[src/rtl/program_loader_pkg.sv]
// Shared definitions for the serial program loader: FSM states, frame constants
// and small helpers used by the loader and its timeout sub-block.
package program_loader_pkg;

    typedef enum logic [3:0] {
        ST_IDLE   = 4'd0,
        ST_LEN_HI = 4'd1,
        ST_LEN_LO = 4'd2,
        ST_OPC_HI = 4'd3,
        ST_OPC_LO = 4'd4,
        ST_OPR_HI = 4'd5,
        ST_OPR_LO = 4'd6,
        ST_WRITE  = 4'd7,
        ST_CHECK  = 4'd8,
        ST_DONE   = 4'd9,
        ST_ERROR  = 4'd10
    } state_e;

    localparam logic [7:0] MAGIC_DEFAULT = 8'hA5;
    localparam int         RECORD_BYTES  = 4;
    localparam int         PARTIAL_BITS  = (RECORD_BYTES - 1) * 8;

    function automatic logic [7:0] chk_update(input logic [7:0] acc, input logic [7:0] b);
        return acc ^ b;
    endfunction

    // States in which a silent sender is treated as a stalled frame.
    function automatic logic is_timed(input state_e s);
        case (s)
            ST_LEN_HI, ST_LEN_LO, ST_OPC_HI, ST_OPC_LO,
            ST_OPR_HI, ST_OPR_LO, ST_CHECK: return 1'b1;
            default:                        return 1'b0;
        endcase
    endfunction

endpackage

[src/rtl/loader_timeout.sv]
// Idle-cycle counter: cleared on demand, advances while enabled, and flags
// expiry on the cycle that would bring the count up to TIMEOUT.
module loader_timeout #(
    parameter int TIMEOUT = 1000
) (
    input  logic i_clk,
    input  logic i_rst_n,
    input  logic i_clear,
    input  logic i_enable,
    output logic o_expired
);

    localparam int            CW   = $clog2(TIMEOUT + 1);
    localparam logic [CW-1:0] LAST = CW'(TIMEOUT - 1);

    logic [CW-1:0] r_count;

    // Idle-cycle count register.
    always_ff @(posedge i_clk or negedge i_rst_n) begin
        if (!i_rst_n) begin
            r_count <= '0;
        end else if (i_clear) begin
            r_count <= '0;
        end else if (i_enable) begin
            r_count <= r_count + CW'(1);
        end else begin
            r_count <= r_count;
        end
    end

    assign o_expired = i_enable && !i_clear && (r_count >= LAST);

endmodule

[src/rtl/program_loader.sv]
// Receives a framed program over a byte stream, writes each record to
// instruction memory and releases the CPU only when the frame checksum is good.
module program_loader
    import program_loader_pkg::*;
#(
    parameter logic [7:0] MAGIC   = MAGIC_DEFAULT,
    parameter int         TIMEOUT = 1000
) (
    input  logic        clk,
    input  logic        reset,
    input  logic [7:0]  rx_data,
    input  logic        rx_valid,
    output logic        rx_ready,
    output logic        mem_we,
    input  logic        mem_ready,
    output logic [15:0] mem_addr,
    output logic [15:0] mem_opcode,
    output logic [15:0] mem_operand,
    output logic        cpu_reset,
    output logic        done,
    output logic        error
);

    state_e                  r_state, w_state_next, w_hold_state;
    logic [7:0]              r_chk, w_chk_next;
    logic [15:0]             r_remaining, w_remaining_next;
    logic [PARTIAL_BITS-1:0] r_rec, w_rec_next;
    logic                    r_mem_we, w_mem_we_next;
    logic [15:0]             r_addr, w_addr_next;
    logic [15:0]             r_opcode, w_opcode_next;
    logic [15:0]             r_operand, w_operand_next;
    logic                    r_cpu_reset, w_cpu_reset_next;
    logic                    r_done, w_done_next;
    logic                    r_error, w_error_next, w_hold_error;

    logic                    w_accept;
    logic                    w_timed;
    logic                    w_tmo_clear;
    logic                    w_expired;
    logic [15:0]             w_len;
    logic [RECORD_BYTES*8-1:0] w_rec_full;

    assign w_accept     = rx_valid && (r_state != ST_WRITE);
    assign w_timed      = is_timed(r_state);
    assign w_tmo_clear  = w_accept || !w_timed;
    assign w_len        = {r_remaining[15:8], rx_data};
    assign w_rec_full   = {r_rec, rx_data};
    // A silent cycle in a timed state either holds position or aborts the frame.
    assign w_hold_state = w_expired ? ST_ERROR : r_state;
    assign w_hold_error = w_expired | r_error;

    loader_timeout #(
        .TIMEOUT (TIMEOUT)
    ) u_timeout (
        .i_clk     (clk),
        .i_rst_n   (reset),
        .i_clear   (w_tmo_clear),
        .i_enable  (w_timed),
        .o_expired (w_expired)
    );

    // Frame-parsing next-state and datapath update.
    always_comb begin
        w_state_next     = r_state;
        w_chk_next       = r_chk;
        w_remaining_next = r_remaining;
        w_rec_next       = r_rec;
        w_mem_we_next    = r_mem_we;
        w_addr_next      = r_addr;
        w_opcode_next    = r_opcode;
        w_operand_next   = r_operand;
        w_cpu_reset_next = r_cpu_reset;
        w_done_next      = r_done;
        w_error_next     = r_error;

        case (r_state)
            ST_IDLE, ST_DONE, ST_ERROR: begin
                if (w_accept && (rx_data == MAGIC)) begin
                    w_state_next     = ST_LEN_HI;
                    w_chk_next       = 8'h00;
                    w_addr_next      = 16'h0000;
                    w_cpu_reset_next = 1'b1;
                    w_done_next      = 1'b0;
                    w_error_next     = 1'b0;
                end else begin
                    w_state_next = r_state;
                end
            end
            ST_LEN_HI: begin
                if (w_accept) begin
                    w_state_next     = ST_LEN_LO;
                    w_remaining_next = {rx_data, 8'h00};
                    w_chk_next       = chk_update(r_chk, rx_data);
                end else begin
                    w_state_next = w_hold_state;
                    w_error_next = w_hold_error;
                end
            end
            ST_LEN_LO: begin
                if (w_accept) begin
                    w_state_next     = (w_len == 16'h0000) ? ST_CHECK : ST_OPC_HI;
                    w_remaining_next = w_len;
                    w_chk_next       = chk_update(r_chk, rx_data);
                end else begin
                    w_state_next = w_hold_state;
                    w_error_next = w_hold_error;
                end
            end
            ST_OPC_HI, ST_OPC_LO, ST_OPR_HI: begin
                if (w_accept) begin
                    w_state_next = state_e'(r_state + 4'd1);
                    w_rec_next   = w_rec_full[PARTIAL_BITS-1:0];
                    w_chk_next   = chk_update(r_chk, rx_data);
                end else begin
                    w_state_next = w_hold_state;
                    w_error_next = w_hold_error;
                end
            end
            ST_OPR_LO: begin
                if (w_accept) begin
                    w_state_next   = ST_WRITE;
                    w_mem_we_next  = 1'b1;
                    w_opcode_next  = w_rec_full[31:16];
                    w_operand_next = w_rec_full[15:0];
                    w_chk_next     = chk_update(r_chk, rx_data);
                end else begin
                    w_state_next = w_hold_state;
                    w_error_next = w_hold_error;
                end
            end
            ST_WRITE: begin
                if (r_mem_we && mem_ready) begin
                    w_mem_we_next    = 1'b0;
                    w_addr_next      = r_addr + 16'd1;
                    w_remaining_next = r_remaining - 16'd1;
                    w_state_next     = (r_remaining == 16'd1) ? ST_CHECK : ST_OPC_HI;
                end else begin
                    w_state_next = ST_WRITE;
                end
            end
            ST_CHECK: begin
                if (w_accept) begin
                    if (rx_data == r_chk) begin
                        w_state_next     = ST_DONE;
                        w_done_next      = 1'b1;
                        w_cpu_reset_next = 1'b0;
                    end else begin
                        w_state_next = ST_ERROR;
                        w_error_next = 1'b1;
                    end
                end else begin
                    w_state_next = w_hold_state;
                    w_error_next = w_hold_error;
                end
            end
            default: begin
                w_state_next = ST_IDLE;
            end
        endcase
    end

    // State and output registers.
    always_ff @(posedge clk or negedge reset) begin
        if (!reset) begin
            r_state     <= ST_IDLE;
            r_chk       <= 8'h00;
            r_remaining <= 16'h0000;
            r_rec       <= '0;
            r_mem_we    <= 1'b0;
            r_addr      <= 16'h0000;
            r_opcode    <= 16'h0000;
            r_operand   <= 16'h0000;
            r_cpu_reset <= 1'b1;
            r_done      <= 1'b0;
            r_error     <= 1'b0;
        end else begin
            r_state     <= w_state_next;
            r_chk       <= w_chk_next;
            r_remaining <= w_remaining_next;
            r_rec       <= w_rec_next;
            r_mem_we    <= w_mem_we_next;
            r_addr      <= w_addr_next;
            r_opcode    <= w_opcode_next;
            r_operand   <= w_operand_next;
            r_cpu_reset <= w_cpu_reset_next;
            r_done      <= w_done_next;
            r_error     <= w_error_next;
        end
    end

    assign rx_ready    = (r_state != ST_WRITE);
    assign mem_we      = r_mem_we;
    assign mem_addr    = r_addr;
    assign mem_opcode  = r_opcode;
    assign mem_operand = r_operand;
    assign cpu_reset   = r_cpu_reset;
    assign done        = r_done;
    assign error       = r_error;

endmodule

[config.mk]
export PLATFORM = sky130hd
export DESIGN_NAME = program_loader
export DESIGN_NICKNAME = d
export VERILOG_FILES = /design/src/rtl/program_loader_pkg.sv /design/src/rtl/loader_timeout.sv /design/src/rtl/program_loader.sv
export SDC_FILE = /design/constraint.sdc
export NUM_CORES = 1
export LEC_CHECK = 0
export BUFFER_PORTS_ARGS = -buffer_cell sky130_fd_sc_hd__buf_2
export CAP_MARGIN = 15
export CORE_MARGIN = 2
export CORE_UTILIZATION = 56
export CTS_CLUSTER_SIZE = 24
export DETAILED_ROUTE_END_ITERATION = 12
export HOLD_SLACK_MARGIN = 0.15
export PLACE_DENSITY = 0.78
export SETUP_SLACK_MARGIN = 0.4
export SYNTH_ARGS = -nofsm -noshare
export SYNTH_HDL_FRONTEND = slang
export SYNTH_SLANG_ARGS = --single-unit
[constraint.sdc]
create_clock -name clk -period 2.9 [get_ports clk]
set_clock_uncertainty 0.1 [all_clocks]
set_input_delay 0.145 -clock clk [delete_from_list [all_inputs] [get_ports clk]]
set_output_delay 0.145 -clock clk [all_outputs]
set_load 0.05 [all_outputs]
* After elaboration in Yosys (flattened, before gate mapping) *
Cells that the tools add are included.

word-level totals
  flip-flop bits (word level) = 114
  input bits = 12
  output and inout bits = 53
  word-level logic and storage cells = 116

cells by class
  $add $sub $neg = 4
  order comparisons = 1
  equality and inequality tests = 24
  muxes and demuxes = 40
  bitwise gates (word level) = 3
  reduce and logical (&&, ||, !) cells = 31

operators by type and width
  kind                     number
  $mux W16                 4
  $pmux W16 S3             1
  $mux W4                  10
  $pmux W16 S2             1
  $pmux W4 S7              1
  $mux W8                  3
  $mux W10                 2
  $add A16 B1 Y16 const B  1
  $eq A16 B1 Y1 const B    1
  $eq A4 B3 Y1 const B     4
  $logic_not A16 Y1        1
  $ne A2 B2 Y1 const B     8
  $pmux W8 S2              1
  $reduce_and A4 Y1        4
  $sub A16 B1 Y16 const B  1
  $eq A4 B4 Y1 const B     3
  $mux W1                  12
  $reduce_bool A2 Y1       6
  $add A10 B1 Y10 const B  1
  $ge A10 B10 Y1 const B   1
  $reduce_and A3 Y1        3
  $eq A4 B2 Y1 const B     2
  $eq A8 B8 Y1             1
  $eq A8 B8 Y1 const B     1
  other kinds (20)         30

* Longest topological paths before layout *
Gate-level depths: netlist of the first run.

  word-level depth = 11
  gate-level depth with buffers = 10
  mapped depth without buffers = 8

* By module *
A second synthesis of the first run with hierarchy kept.

unflattened totals
  cells, all modules = 554
  area, all modules = 5,667.9 sq um

by module, submodules not included
  module          instances  cells each  area each (sq um)  seq. area each (sq um)
  program_loader  1          501         5,143.7            2,603.7
  loader_timeout  1          53          524.3              250.2

* Worst setup path before layout of the first run *
OpenSTA, ideal clock, no wires.

  kind = register to register
  start point = reg r_state[1]
  end point = reg r_remaining[3]
  library setup time = 0.135 ns
  arrival time = 2.062 ns
  data required time = 2.665 ns
  setup slack = 0.603 ns
  stages on the path, launching flop included = 9
  path buffers = 2
  period minus slack after synthesis = 2.297 ns
  path through = dfrtp_1 > ha_1 > and3b_1 > inv_2 > buf_2 > buf_1 > nor2_1 > o21ai_0 > o21ai_0

between the ends
  longest elaborated chain between the ends = 4
  elaborated cells on any way between the ends = 11
  classes of those cells = 7 x eq/ne; 1 x mux; 3 x reduce/logical

ends and longest elaborated chain
  item                                  RTL line               RTL
  start: declaration                    program_loader.sv:24   state_e r_state, w_state_next, w_hold_state;
  start signal: assignment              program_loader.sv:177  r_state <= w_state_next;
  $ne A4 B3 Y1 *                        -
  named net rx_ready                    program_loader.sv:13   output logic rx_ready,
  $logic_and A1 B1 Y1 *                 program_loader.sv:43   assign w_accept = rx_valid && (r_state != ST_WRITE);
  $ne A2 B2 Y1 (no source line)         -
  $reduce_and A4 Y1 (no source line) *  -
  end signal: assignment                program_loader.sv:179  r_remaining <= w_remaining_next;
  end: declaration                      program_loader.sv:26   logic [15:0] r_remaining, w_remaining_next;

Mark *: on every way through the listed nets, which the timed path passes. The rest lies on a longest branch.
A chain may end at the register's enable or synchronous reset.

* Worst setup path in the final report of the first run *
  start point = reg r_state[0]
  end point = out rx_ready

between the ends
  longest elaborated chain between the ends = 1

ends and longest elaborated chain
  item              RTL line               RTL
  $ne A4 B3 Y1      program_loader.sv:191  assign rx_ready = (r_state != ST_WRITE);
  end: declaration  program_loader.sv:13

Every way passes these cells.

==> flow_summary.yaml, run 1 <==
finish:
  post-route-util: 0.698
  final_nets: 633
  drive_above_1_share: 0.306
  layout_commonest_cell: "dfrtp_1"
  fillCellCount: 745
  antennaDiodeCount: 0
  mostFrequentLayoutCells: "dfrtp_1 (113), buf_2 (62), mux2_2 (52)"
  area_delta_synth_final_pct: 20.7
route:
  num_vias: 4493
  drt_first_pass_iters: 6
  wire_per_inst_um: 17.2
  wl_mm: 13.0
  antenna_left: 0
  drc_errors: 0
  drt-vias-per-instance: 5.94
  drt_iter0_drc: 289
sta:
  fin_crit_sh: 0.841
  slew_violations: 0
  max_slew.worst_pin.slew_ns: 0.737
  rsz0062_at_grt: "yes"
  whs_ns: 0.143
  relSlewSlack: 0.509
  setup_viol: 0
  min_period_ns: 2.44
  hold_violations: 0
  max_freq_mhz: 410
  setup-tns-final_ns: 0
synth:
  synth-seq-cells: 114
  synth-simple-area-share: 0.139
  async_reset_ff_frac: 1.00
  synth_xor_area_frac: 0.0416
  synth_edf_count: 0
  synth_top_flop_cell: "dfrtp_1"
  synth.cell_area_mm2: 0.00568
  synthCells: 530
  synth_nets: 550
  ys_warn_count: 0
  synthMuxAreaShare: 0.115
  synthAdderAreaFrac: 0.0176
  synth.avg_cell_area_um2: 10.7
  yosysSeqAreaShare: 0.502
  synth.distinct_cells: 64
  synth-compound-area-share: 0.144
  synth_top_family_by_area: "compound AO/OA/AOI/OAI gates"
setup_path:
  critical-path-top-delay-family: "buffers and inverters"
  cp-start-kind: "flop"
  max_stage_delay_ns: 0.46
  worst_ep_required_time_ns: 2.65
  critical_path_buf_inv_count: 3
  rr_worst_depth: 8
  worstPathCellList: "ha_1 -> and3b_1 -> inv_2 -> buf_4 -> clkbuf_4"
  crit_fanout: 26
  cp.arrival_ns: 2.19
  cp.depth: 5
  critPathKind: "reg2out"
  cp-end-kind: "output pin"
  crit_slowest_cell: "dfrtp_1"
placement:
  hpwl_mm: 8.47
  io_buffers: 64
  gp_congestion: 0.986
cts:
  clk_path_buf_depth: 2
  numCtsBuffers: 17
  clock_latency_ns: 0.51
  cts_tree: "yes"
  cts-htree-levels: 4
  path_clk_slew_ns: 0.06
  clock_sinks: 114
  root_buffer: "clkbuf_8"
global_routing:
  grt_pass1_wl_mm: 21.3
  grt_pass1_vias: 4418
  antenna_found_initial: 0
  grt_max_degree: 60
  grt-ovfl-total: 0
  grtUsageTotal: 0.242
power:
  ir_worst_vdd_mv: 0.530
  p_leak_uw: 0.00326
  p_per_area_mw_per_mm2: 751
floorplanning:
  dieHeight_um: 105
  die_x_um: 105
  die_area_mm2: 0.0110
  start_util: 0.579
  core_region_area_mm2: 0.00982
  io_pins: 65
  std_cell_rows: 36
run_status:
  outcome: "complete, no violations"
hold_path:
  hold_path.class: "in2async"
flow_run:
  maxCapViolCount: 0
-- cell type report --
type                            instances  area [µm²]  share of cell area
Inverter                               13        48.8             0.00712
Clock buffer                           20         445              0.0650
Multi-Input combinational cell        375        2670               0.389
Timing Repair Buffer                   92         589              0.0859
Tap cell                              133         166              0.0243
Clock inverter                         10        87.6              0.0128
Sequential cell                       114        2850               0.416
-- metal layers --
metal  track usage  vias to the layer above  routed length, µm
li1              -                     2071                  -
met2         0.407                      156               6600
met1         0.310                     2238               5580
met3        0.0555                       28                576
met4        0.0752                        0                257
met5             0                        -                  0
-- Yosys cell counts, types with 5 or more instances --
library cell	n	area (µm²)
a31oi_1	5	31.3
dfrtp_1	113	2830
mux2_2	52	586
nand4_1	7	43.8
a21oi_1	27	135
o22ai_1	5	31.3
ha_1	8	100
buf_6	5	56.3
xor2_1	15	131
nand2b_1	8	50.1
xnor2_1	12	105
nor4_1	8	50.1
o2bb2ai_1	10	87.6
nand3_1	15	75.1
nand2_1	23	86.3
buf_2	9	45.0
o21ai_0	48	240
clkbuf_1	8	30.0
nor2_1	50	188
or3_1	6	37.5
a22oi_1	6	45.0
nor3_1	14	70.1
inv_1	12	45.0
-- cell families (layout without fill, tap and decap cells) --
kind of cell,Yosys count,after routing
buf+inv,42,135
simple gates,155,155
compound gates,126,127
fa+ha+maj,8,8
flops,114,114
mux,58,58
xor+xnor,27,27
-- power by group --
group	switching (µW)	total [µW]	internal [µW]
Clock	699	1860	1160
Sequential	188	1980	1790
Combinational	778	1310	530
-- registers in the layout (all words and copies together), names as in the netlist --
signal,cells
r_state,4
mem_opcode,16
u_timeout.r_count,10
mem_we,1
r_rec,24
cpu_reset,1
mem_addr,16
r_remaining,16
done,1
r_chk,8
error,1
mem_operand,16
-- what timing repair did --
item | 4_1_cts | 5_1_grt
setup endpoints to repair | 5 | 77
gates resized for setup | 2 | 19
hold buffers | 12 | 0
gates cloned | 0 | 1
pin swaps | 0 | 2
hold endpoints to repair | 146 | 0
buffers inserted | 0 | 5
-- metrics by stage --
| step | cell area (µm²) | total power (µW) | setup slack (ns) | std cells |
|---|---|---|---|---|
| after global placement | 6080 | 3110 | 0.451 | 709 |
| final | 6860 | 5150 | 0.462 | 757 |
| after detailed placement | 6080 | 3160 | 0.373 | 709 |
| after floorplan | 5680 | 2870 | 0.603 | 530 |
| after CTS | 6740 | 5050 | 0.436 | 751 |
| after global routing | 6860 | 5410 | 0.363 | 757 |
-- worst paths after layout --
| path | startpoint | endpoint | slack [ns] |
|---|---|---|---|
| max | r_state[0] | rx_ready | 0.46 |
| min | reset | mem_opcode[6] | 0.14 |
| max reg2reg | r_state[0] | r_chk[3] | 0.47 |
| min reg2reg | mem_operand[8] | mem_operand[8] | 0.40 |
| max in group asynchronous | reset | mem_opcode[0] | 1.81 |
| min in group clk | mem_operand[8] | mem_operand[8] | 0.40 |
-- worst reg2reg max path, cell delays in order (launching register included) --
cell and delay (ns):
dfrtp_1 0.46, inv_2 0.15, ha_2 0.25, nor2_1 0.07, a211o_1 0.32, or3_4 0.44
a21oi_4 0.23, o21ai_0 0.15, o2bb2ai_1 0.15
Note: power is estimated with default switching activity, not from simulation.
==> run 2: changes to the inputs <==
==> constraint.sdc (replaced) <==
create_clock -name clk -period 2.4 [get_ports clk]
set_clock_uncertainty 0.1 [all_clocks]
set_input_delay 0.12 -clock clk [delete_from_list [all_inputs] [get_ports clk]]
set_output_delay 0.12 -clock clk [all_outputs]
set_load 0.05 [all_outputs]
==> flow_summary.yaml, run 2 (synthesized netlist as in run 1, its figures left out) <==
route:
  num_vias: 4989
  wl_mm: 16.7
  drt_iter0_drc: 470
  wire_per_inst_um: 20.4
  antenna_left: 0
  drt_first_pass_iters: 7
  drt-vias-per-instance: 6.08
  drc_errors: 0
setup_path:
  r2r_start: "r_state[0]"
  regToRegEndpoint: "r_chk[3]"
  worstSetupStartpoint: "r_state[0]"
  worstPathCellList: "inv_4 -> ha_4 -> nor2_1 -> a211o_1 -> or3_4 -> a21oi_4 -> buf_6 -> o21ai_4 -> o2bb2ai_2"
  worst_ep_required_time_ns: 2.71
  r2r_slack_ns: 0.05
  cp.arrival_ns: 2.67
  crit_fanout: 5
  max_stage_delay_ns: 0.48
  cp-start-kind: "flop"
  critPathKind: "reg2reg"
  rr_worst_depth: 9
  cp-end-kind: "flop"
  crit_slowest_cell: "dfrtp_2"
hold_path:
  hold_path.class: "in2async"
placement:
  io_buffers: 64
  gp_congestion: 0.926
  hpwl_mm: 8.76
cts:
  clk_path_buf_depth: 2
  cts_tree: "yes"
  numCtsBuffers: 17
  clock_latency_ns: 0.53
  path_clk_slew_ns: 0.06
  root_buffer: "clkbuf_8"
  cts-htree-levels: 4
  clock_sinks: 114
global_routing:
  grt_max_degree: 115
  grt_pass1_wl_mm: 24.9
  grt_pass1_vias: 4742
  grtUsageTotal: 0.294
  grt-ovfl-total: 0
  antenna_found_initial: 0
sta:
  setup_viol: 0
  whs_ns: 0.127
  hold_violations: 0
  slew_violations: 0
  max_slew.worst_pin.slew_ns: 0.605
  min_period_ns: 2.35
  rsz0062_at_grt: "yes"
  relSlewSlack: 0.597
  fin_crit_sh: 0.981
  setup-tns-final_ns: 0
  max_freq_mhz: 425
finish:
  regMostFlops: "r_rec"
  final_nets: 695
  largest_reg_flops: 24
  layout_commonest_cell: "dfrtp_1"
  mostFrequentLayoutCells: "dfrtp_1 (109), buf_2 (62), mux2_2 (52), buf_4 (52), nor2_1 (43)"
  drive_above_1_share: 0.464
  antennaDiodeCount: 0
  fillCellCount: 564
  area_delta_synth_final_pct: 41.0
floorplanning:
  io_pins: 65
  dieHeight_um: 105
  die_area_mm2: 0.0110
  start_util: 0.579
  die_x_um: 105
  core_region_area_mm2: 0.00982
  std_cell_rows: 36
power:
  p_leak_uw: 0.00377
  p_per_area_mw_per_mm2: 914
  ir_worst_vdd_mv: 0.691
  finalPower_uw: 7330
flow_run:
  maxCapViolCount: 0
run_status:
  outcome: "complete, no violations"
==> run 2: changes by cell type in the layout (fill, tap and decap cells not counted), sizes merged <==
cell | previous run | this run
bufinv | 1 | 2
buf | 79 | 141
clkinv | 7 | 6
bufbuf | 0 | 1
inv | 13 | 14
clkinvlp | 2 | 4
nand2 | 24 | 25
clkbuf | 21 | 19
dlygate4sd3 | 12 | 11
==> run 2: layout make-up <==
| class | instances | area (µm²) | area share |
|---|---|---|---|
| Tap cell | 133 | 166 | 0.0208 |
| Timing Repair Buffer | 153 | 1270 | 0.158 |
| Clock buffer | 19 | 432 | 0.0539 |
| Sequential cell | 114 | 2860 | 0.357 |
| Inverter | 13 | 61.3 | 0.00765 |
| Multi-Input combinational cell | 376 | 3090 | 0.386 |
| Clock inverter | 13 | 136 | 0.0170 |
==> run 2: worst max path at each step <==
stage | endpoint | slack (ns)
3_3_place_gp | r_chk[0] | 0.11
6_report | r_chk[3] | 0.05
2_1_floorplan | r_chk[0] | 0.24
3_5_place_dp | r_chk[3] | 0.05
4_1_cts | r_chk[2] | 0.13
5_1_grt | mem_addr[13] | -0.02
==> run 2: critical path, delay by kind of cell (launching register included) <==
family | cells | cell delay [ns]
and+or+nand+nor | 2 | 0.50
DFF | 1 | 0.48
buffers and inverters | 2 | 0.26
adders and majority gates | 1 | 0.16
AOI/OAI and AO/OA | 4 | 0.73
==> run 2: metal layers <==
layer	up-vias	part of all wire	track usage
met5	-	0	0.00476
met4	0	0.046	0.155
met3	78	0.071	0.0692
met2	270	0.48	0.468
met1	2426	0.40	0.373
li1	2215	-	-
==> run 2: timing repair <==
| action | 4_1_cts | 5_1_grt |
|---|---|---|
| gates cloned | 7 | 1 |
| pin swaps | 28 | 20 |
| buffers inserted | 32 | 17 |
| gates resized for setup | 90 | 58 |
| setup endpoints to repair | 108 | 113 |
| hold endpoints to repair | 160 | 5 |
| hold buffers | 10 | 1 |
==> run 2: where the power goes <==
part	total, µW	switching (µW)	leakage [µW]	internal (µW)
clock	2410	909	0.000270	1500
sequential	2430	262	0.00154	2160
combinational	2490	1380	0.00195	1110
total	7330	2550	0.00377	4770
==> run 2: metrics by stage <==
stage / util / std cells / setup slack, ns / cell area (µm²)
detailed placement: 0.637 / 721 / 0.0527 / 6260
floorplan: - / 530 / 0.237 / 5750
CTS: 0.777 / 802 / 0.134 / 7630
finish: 0.816 / 821 / 0.0457 / 8010
global route: 0.816 / 821 / -0.0205 / 8010
global placement: 0.637 / 721 / 0.109 / 6260
